## config.mk

```make
export PLATFORM = sky130hd
export DESIGN_NAME = drum_phase_sweep
export DESIGN_NICKNAME = d
export VERILOG_FILES = /design/src/rtl/drum_phase_sweep_pkg.sv /design/src/rtl/drum_sweep_step.sv /design/src/rtl/drum_phase_sweep.sv
export SDC_FILE = /design/constraint.sdc
export NUM_CORES = 1
export LEC_CHECK = 0
export CAP_MARGIN = 10
export CORE_AREA = 2 2 166 168
export DETAILED_ROUTE_END_ITERATION = 16
export DIE_AREA = 0 0 168 170
export GPL_ROUTABILITY_DRIVEN = 1
export PLACE_DENSITY_LB_ADDON = 0.12
export SLEW_MARGIN = 20
export SYNTH_ARGS = -nofsm -noshare
export SYNTH_HDL_FRONTEND = slang
export SYNTH_HIERARCHICAL = 1
export SYNTH_SLANG_ARGS = --single-unit
```

## constraint.sdc

```tcl
create_clock -name clock -period 6.8 [get_ports clock]
set_clock_uncertainty 0.15 [all_clocks]
set_input_delay 0.68 -clock clock [delete_from_list [all_inputs] [get_ports clock]]
set_output_delay 0.68 -clock clock [all_outputs]
set_load 0.02 [all_outputs]
```

## src/rtl/drum_phase_sweep_pkg.sv

```systemverilog
// ============================================================================
// drum_phase_sweep_pkg : shared widths and sweep state encoding for the drum voice
// Rev 1.0
// ============================================================================
`default_nettype none

package drum_phase_sweep_pkg;

   localparam int DPS_PHASE_W     = 32;
   localparam int DPS_ADDR_W      = 8;
   localparam int DPS_LEN_W       = 16;
   localparam int DPS_DECAY_SHIFT = 6;

   typedef enum logic [1:0] {
      IDLE    = 2'd0,
      SWEEP   = 2'd1,
      SUSTAIN = 2'd2
   } sweep_state_t;

endpackage

`default_nettype wire

```

## src/rtl/drum_sweep_step.sv

```systemverilog
// ============================================================================
// drum_sweep_step : one exponential decay step of the phase increment toward its end value
// Rev 1.0
// ============================================================================
`default_nettype none

module drum_sweep_step
   import drum_phase_sweep_pkg::*;
#(
   parameter int PHASE_W     = DPS_PHASE_W,
   parameter int DECAY_SHIFT = DPS_DECAY_SHIFT
) (
   input  logic [PHASE_W-1:0] i_inc,
   input  logic [PHASE_W-1:0] i_inc_end,
   output logic [PHASE_W-1:0] o_inc_next,
   output logic               o_converged
);

   logic [PHASE_W-1:0] w_diff;
   logic [PHASE_W-1:0] w_step;

   // i_inc never drops below i_inc_end while sweeping, so the difference is unsigned-safe
   assign w_diff      = i_inc - i_inc_end;
   assign w_step      = w_diff >> DECAY_SHIFT;
   assign o_converged = (w_step == '0);
   assign o_inc_next  = o_converged ? i_inc_end : (i_inc - w_step);

endmodule

`default_nettype wire

```

## src/rtl/drum_phase_sweep.sv

```systemverilog
// ============================================================================
// drum_phase_sweep : pitch-sweeping phase accumulator feeding the sine table address
// Rev 1.0
// ============================================================================
`default_nettype none

module drum_phase_sweep
   import drum_phase_sweep_pkg::*;
#(
   parameter int PHASE_W     = DPS_PHASE_W,
   parameter int ADDR_W      = DPS_ADDR_W,
   parameter int DECAY_SHIFT = DPS_DECAY_SHIFT,
   parameter int LEN_W       = DPS_LEN_W
) (
   input  logic               clock,
   input  logic               reset,
   input  logic               sample_tick,
   input  logic               trig,
   input  logic [PHASE_W-1:0] inc_start,
   input  logic [PHASE_W-1:0] inc_end,
   input  logic [LEN_W-1:0]   note_len,
   output logic [ADDR_W-1:0]  address,
   output logic               addr_valid,
   output logic               sine_valid,
   output logic               busy,
   output logic               done
);

   sweep_state_t       r_state;
   sweep_state_t       w_state_nxt;
   logic [PHASE_W-1:0] r_phase;
   logic [PHASE_W-1:0] r_inc;
   logic [PHASE_W-1:0] r_inc_end;
   logic [PHASE_W-1:0] w_inc_step;
   logic [LEN_W-1:0]   r_len;
   logic [LEN_W-1:0]   r_count;
   logic [LEN_W-1:0]   w_count_inc;
   logic               r_addr_valid;
   logic               r_sine_valid;
   logic               r_done;
   logic               w_converged;
   logic               w_tick;
   logic               w_last;
   logic               w_falling;
   logic               w_len_zero;

   assign w_tick      = sample_tick && !trig && (r_state != IDLE);
   assign w_count_inc = r_count + 1'b1;
   assign w_last      = (w_count_inc == r_len);
   assign w_falling   = (inc_start > inc_end);
   assign w_len_zero  = (note_len == '0);

   drum_sweep_step #(
      .PHASE_W     (PHASE_W),
      .DECAY_SHIFT (DECAY_SHIFT)
   ) u_step (
      .i_inc       (r_inc),
      .i_inc_end   (r_inc_end),
      .o_inc_next  (w_inc_step),
      .o_converged (w_converged)
   );

   always_comb begin
      w_state_nxt = r_state;
      if (trig) begin
         if (w_len_zero)     w_state_nxt = IDLE;
         else if (w_falling) w_state_nxt = SWEEP;
         else                w_state_nxt = SUSTAIN;
      end else if (w_tick) begin
         if (w_last)                                w_state_nxt = IDLE;
         else if (r_state == SWEEP && w_converged)  w_state_nxt = SUSTAIN;
      end
   end

   always_ff @(posedge clock) begin
      if (reset) r_state <= IDLE;
      else       r_state <= w_state_nxt;
   end

   always_ff @(posedge clock) begin
      if (reset) begin
         r_phase      <= '0;
         r_inc        <= '0;
         r_inc_end    <= '0;
         r_len        <= '0;
         r_count      <= '0;
         r_addr_valid <= 1'b0;
         r_sine_valid <= 1'b0;
         r_done       <= 1'b0;
      end else begin
         r_addr_valid <= 1'b0;
         r_done       <= 1'b0;
         r_sine_valid <= r_addr_valid;
         if (trig) begin
            r_phase   <= '0;
            r_count   <= '0;
            r_inc_end <= inc_end;
            r_len     <= note_len;
            r_inc     <= w_falling ? inc_start : inc_end;
            r_done    <= w_len_zero;
         end else if (w_tick) begin
            // phase advances by the increment in force before this tick's decay
            r_phase      <= r_phase + r_inc;
            r_count      <= w_count_inc;
            r_addr_valid <= 1'b1;
            r_done       <= w_last;
            if (r_state == SWEEP) r_inc <= w_inc_step;
         end
      end
   end

   assign address    = r_phase[PHASE_W-1 -: ADDR_W];
   assign addr_valid = r_addr_valid;
   assign sine_valid = r_sine_valid;
   assign busy       = (r_state != IDLE);
   assign done       = r_done;

endmodule

`default_nettype wire

```

# Word level (Yosys, flattened, before mapping)
# Cells that the tools add are included.
# op_classes
addsub	4
multipliers	0
div	0
magnitude_cmp	1
n_eq_ne	2
shifts	0
mux	14
bitwise_logic	0
n_reduce_logical	13
# op_table
cell	n
32-bit 2-to-1 mux	5
32-bit adder	1
32-bit > comparator	1
32-bit zero test	1
32-bit by 26-bit subtractor with 32-bit output	1
32-bit subtractor	1
16-bit by 1-bit adder with 16-bit output, second input constant	1
16-bit equality test	1
16-bit zero test	1
2-bit 2-to-1 mux	6
2-bit nonzero test	3
2-bit AND reduction	2
1-bit logical AND	3
1-bit 2-to-1 mux	3
3-bit nonzero test	1
2-bit by 1-bit equality test with 1-bit output, second input constant	1
2-bit OR reduction	1
1-bit zero test	1
# word_totals
reg_bits	133
latchBits	0
mem_bits_rw	0
rom_bits	0
inputBits	84
out_inout_bits	12
word_cells	43
memories	0

# Longest topological paths before layout
# Gate-level depths: netlist of the first run.
# logic_depth
depth_word	7
mapped_depth	25

# Modules after synthesis
# The synthesis of the first run kept the hierarchy.
# by_module_without_submodules
module	n_inst	cells_per_inst	area_per_inst_um2
drum_phase_sweep	1	921	7881.3
drum_sweep_step	1	597	3991.3

# Worst setup path after synthesis of the first run
# No wires, ideal clock.
# synth_timing
path_kind	reg-to-reg
startpoint	register r_inc_end[4]
endpoint	register r_inc[27]
setup_ns	0.137
arrival_ns	4.755
setup_slack_ns	1.757
path_stages_with_launch	26
path_buffers	0
synth_period_minus_slack_ns	5.043
cell_sequence	dfxtp_1 -> inv_1 -> ha_1 -> a21o_1 -> a211oi_2 -> o21ai_1 -> o21ai_0 -> nor2b_1 -> xnor2_1 -> inv_1 -> ha_1 -> a21oi_1 -> inv_1 -> a21oi_1 -> a21boi_0 -> or2_2 -> maj3_2 -> maj3_2 -> o21ai_1 -> o2111ai_1 -> and3_4 -> a31oi_4 -> nor2_1 -> a311o_1 -> o22ai_1 -> a211oi_1
# synth_via
elab_chain_len	6
elab_cells_between_ends	7
classes_between	add/sub: 2; mux: 4; reduce/logical: 1
# synth_rtl
element	line_no	rtl
from (decl)	drum_phase_sweep.sv:33	logic [PHASE_W-1:0] r_inc_end;
from (signal assigned)	drum_phase_sweep.sv:97	r_inc_end <= inc_end;
32-bit subtractor (*)	drum_sweep_step.sv:23	assign w_diff = i_inc - i_inc_end;
32-bit by 26-bit subtractor with 32-bit output or 32-bit zero test (tied branches)	drum_sweep_step.sv:26, drum_sweep_step.sv:25	
32-bit 2-to-1 mux (*)	drum_sweep_step.sv:26	assign o_inc_next = o_converged ? i_inc_end : (i_inc - w_step);
net w_inc_step[27]	drum_phase_sweep.sv:34	logic [PHASE_W-1:0] w_inc_step;
32-bit 2-to-1 mux (*)	drum_phase_sweep.sv:107	if (r_state == SWEEP) r_inc <= w_inc_step;
32-bit 2-to-1 mux (*)	drum_phase_sweep.sv:101	end else if (w_tick) begin
32-bit 2-to-1 mux (*)	drum_phase_sweep.sv:94	if (trig) begin
to (signal assigned)	drum_phase_sweep.sv:99	r_inc <= w_falling ? inc_start : inc_end;
to (signal assigned)	drum_phase_sweep.sv:107	
to (decl)	drum_phase_sweep.sv:32	logic [PHASE_W-1:0] r_inc;
# The timed path passes the listed nets; every way through them passes the cells marked *. The select of a mux whose other input is x is not followed.
# A chain may end at the register's enable or synchronous reset.

# Worst setup path in the final report of the first run
# layout_timing
startpoint	register r_inc[4]
endpoint	register r_inc[27]
# layout_via
elab_chain_len	6
elab_cells_between_ends	7
classes_between	add/sub: 2; mux: 4; reduce/logical: 1
# layout_rtl
element	line_no
32-bit subtractor	drum_sweep_step.sv:23
32-bit by 26-bit subtractor with 32-bit output or 32-bit zero test (tied branches)	drum_sweep_step.sv:26, drum_sweep_step.sv:25
32-bit 2-to-1 mux (*)	drum_sweep_step.sv:26
net w_inc_step[27]	drum_phase_sweep.sv:34
32-bit 2-to-1 mux (*)	drum_phase_sweep.sv:107
32-bit 2-to-1 mux (*)	drum_phase_sweep.sv:101
32-bit 2-to-1 mux (*)	drum_phase_sweep.sv:94
# Marks and branches as above.

==> results of run 1 <==
worst max path at each step:
stage / from / end / slack (ps)
5_1_grt: r_inc[4]$_SDFFE_PP0P_ / r_inc[23]$_SDFFE_PP0P_ / 520
3_5_place_dp: r_inc[4]$_SDFFE_PP0P_ / r_inc[27]$_SDFFE_PP0P_ / 1020
2_1_floorplan: r_inc_end[4]$_SDFFE_PP0P_ / r_inc[27]$_SDFFE_PP0P_ / 1760
3_3_place_gp: r_inc_end[6]$_SDFFE_PP0P_ / r_inc[27]$_SDFFE_PP0P_ / 1170
6_report: r_inc[4]$_SDFFE_PP0P_ / r_inc[27]$_SDFFE_PP0P_ / 880
4_1_cts: r_inc[4]$_SDFFE_PP0P_ / r_inc[27]$_SDFFE_PP0P_ / 990
logic make-up (layout without fill, tap and decap cells):
logic type,Yosys count,after routing
adders and majority gates,120,120
buffers and inverters,171,234
DFF,133,133
other,0,1
AOI/OAI and AO/OA,446,446
xor gates and xnor gates,104,104
muxes,81,81
and+or+nand+nor,463,463
sequential cells by signal, indices dropped and copies added (netlist names):
register and cells:
r_count 16, addr_valid 1, r_state 2, sine_valid 1, done 1, r_inc_end 32, r_inc 32, r_phase 32
r_len 16
metal layers:
layer / part of all wire (%) / GRT usage, % / routed length, um / up-vias
li1: - / - / - / 5600
met1: 47 / 32.6 / 16800 / 5285
met2: 48 / 42.9 / 16800 / 273
met3: 3.7 / 2.49 / 1300 / 37
met4: 1.3 / 6.50 / 476 / 0
met5: 0 / 0 / 0 / -
power breakdown:
group | internal [W] | switching [W] | leakage (nW)
sequential | 0.000820 | 0.0000593 | 1.09
clock | 0.000589 | 0.000420 | 0.296
combinational | 0.000621 | 0.000840 | 4.46
total | 0.00203 | 0.00132 | 5.85
cells in the final DEF (no fill, tap or decap), types with 32 or more instances in the layout:
cell,n
nor2_1,147
dfxtp_1,133
a21oi_1,120
nand2_1,119
ha_1,107
inv_1,97
clkdlybuf4s50_1,93
mux2i_1,81
o21ai_0,71
xnor2_1,61
a211oi_1,48
a21o_1,42
xor2_1,41
o22ai_1,36
nand3_1,32
cell type report:
cell class / count / area (sq um)
diodes: 1 / 2.50
fillers: 2594 / 13000
repair buffers: 105 / 1020
flip-flops and latches: 133 / 2660
well taps: 341 / 427
clock buffers: 17 / 425
clock inverters: 14 / 189
inverters: 98 / 368
multi-input cells: 1214 / 8520
stage by stage:
| stage | cell area, sq um | worst slack [ps] | util [%] | total power (W) |
|---|---|---|---|---|
| 6_report | 13600 | 885 | 51.1 | 0.00335 |
| 5_1_grt | 13600 | 517 | 51.1 | 0.00354 |
| 4_1_cts | 13600 | 992 | 51.1 | 0.00334 |
| 3_5_place_dp | 13000 | 1020 | 48.8 | 0.00232 |
| 3_3_place_gp | 13000 | 1170 | 48.8 | 0.00232 |
| 2_1_floorplan | 11900 | 1760 | - | 0.00196 |
worst min-delay path, stage by stage (launching register included):
cell     delay, ps
dfxtp_1        310
nand2_1         50
a21oi_1         50
==> out/results.ini, run 1 <==
[outcome]
run_status = finished clean

[synthesis]
combinational_family_with_the_most_area_after_synthesis = compound AO/OA/AOI/OAI gates
synth.most_common_cell = nor2_1
synth-seq-area-share_pct = 22.4
syn-cell-area_sq_um = 11900
syn_inst = 1518
yosys_most_used_dff = dfxtp_1
multiplexer_share_of_the_synthesized_area_pct = 6.83
synthDistinctLibCells = 101
async_set_or_reset_register_ratio_after_synthesis_pct = 0
synth_compound_area_share_pct = 25.4
syn_nets = 1711
synth_warnings = 6
post_synth_fa_ha_maj_area_fraction_pct = 12.6
synth_top_cells_by_area = dfxtp_1 (22%), ha_1 (11%), mux2i_1 (6.8%), a21oi_1 (5.1%), nor2_1 (4.6%)
synthSimpleGateAreaFrac_pct = 19.1
avgSynthCellArea_sq_um = 7.82
synth.largest_area_cell = dfxtp_1
synth-edff-count = 0
ys_top_cells_by_count = nor2_1 (147), dfxtp_1 (133), a21oi_1 (120), nand2_1 (119), ha_1 (107)
yosys_register_bits = 133
xor_xnor_share_of_the_synthesized_area_pct = 7.85
yosys.area.top_type_share_pct = 22.4

[timing]
crit_path_time_final_ps = 5920
maxSlewViolCount = 0
worstMarginPinSlew_ps = 1040
final-setup-viol-count = 0
final.period_utilization_pct = 87.0
totalNegativeSetupSlack_ps = 0
unrepaired_setup_endpoints_after_global_routing = false
holdWs_ps = 309
max-slew-margin-rel_pct = 30.9
maxClockFrequency_ghz = 0.169
finalHoldViolCount = 0

[placement]
place.detailed.hpwl_um = 26900
placement.io_buffers = 95
dpl.cell_count = 1891
place_congestion = 0.911

[finish]
area_growth_syn_to_layout_pct = 14.7
final_layout_size_suffix_gt1_share_pct = 5.76
layout_nets = 1762
post_layout_nonfiller_instances = 1923

[floorplanning]
floorplan.io_pins = 96
die_width_um = 168
die_y_um = 170
num_rows = 60
floorplan.die_area_sq_um = 28600
placeable_area_sq_um = 26700
initial_utilization_pct = 44.5

[power]
cellPowerDensity_nw_per_um2 = 246
peakVddDrop_mv = 0.143
leak_pwr_nw = 5.85

[global_route]
grt_util_all_layers_pct = 24.6
grt.overflow.total = 0
grt_first_pass_wirelength_um = 56400
largest_net_degree_at_the_start_of_global_routing = 86
first_global_vias = 10700
grt_antenna_before_repair = 1

[worst_setup_path]
crit_required_ps = 6910
critPathSlowestCell = dfxtp_1
reg2reg_slack_ps = 880
critical_path_arrival_ps = 6030
setup.worst_path.end_class = register
worstPathCellList = ha_1, a21o_1, a211oi_2, o21ai_1, o21ai_0, nor2b_1, xnor2_1, inv_1, ha_1, a21oi_1, inv_1, a21oi_1, a21boi_0, or2_2, maj3_2, maj3_2, o21ai_1, o2111ai_1, and3_4, a31oi_4, nor2_1, a311o_1, o22ai_1, a211oi_1
worst_path_top_cell_family_by_delay = compound AO/OA/AOI/OAI gates
endpoint_of_the_worst_register_to_register_path = r_inc[27]$_SDFFE_PP0P_
worstRegToRegCells = 24
worst-path-stages = 24
slowest_delay_ps = 450
worstSetupStartpointType = register
r2r-start = r_inc[4]$_SDFFE_PP0P_
cp_buf_inv_count = 2
worst-setup-path-type = register to register
cp_max_fo = 6

[routing]
num_vias = 11200
ant_nets = 0
drt-total-wl_um = 35400
drt-initial-drc-count = 725
drc = 0
drt_pre_antenna_iters = 5
routed_via_density = 5.82
detail_route.wl_per_cell_um = 18.4

[clock_network]
cts_hold_repair.buffers = 0
post_cts_setup_bufs = 0
cts-buffers-inserted = 17
tritoncts = done
max-clock-path-buffers = 2
numClockSinks = 133
clock_tree.root_cell = clkbuf_16
h-tree-depth = 4
clock_pin_slew_worst_setup_and_hold_paths_ps = 70
clock_latency_ps = 430
cts.repair.resized = 0

[min_path]
hold_class = register to register
hp-start = r_phase[21]$_SDFFE_PP0P_
whs_path_depth = 2
worst_hold_path.endpoint = r_phase[21]$_SDFFE_PP0P_

[run]
maxCapViolations = 0

No activity file was read; power rests on OpenSTA's default activity.
==> run 2, diff against run 1 <==
--- a/config.mk
+++ b/config.mk
@@ -5,7 +5,6 @@
 export SDC_FILE = /design/constraint.sdc
 export NUM_CORES = 1
 export LEC_CHECK = 0
-export CAP_MARGIN = 10
 export CORE_AREA = 2 2 166 168
 export DETAILED_ROUTE_END_ITERATION = 16
 export DIE_AREA = 0 0 168 170
==> results of run 2 <==
Final layout, timing and power as in run 1 (identical DEF).
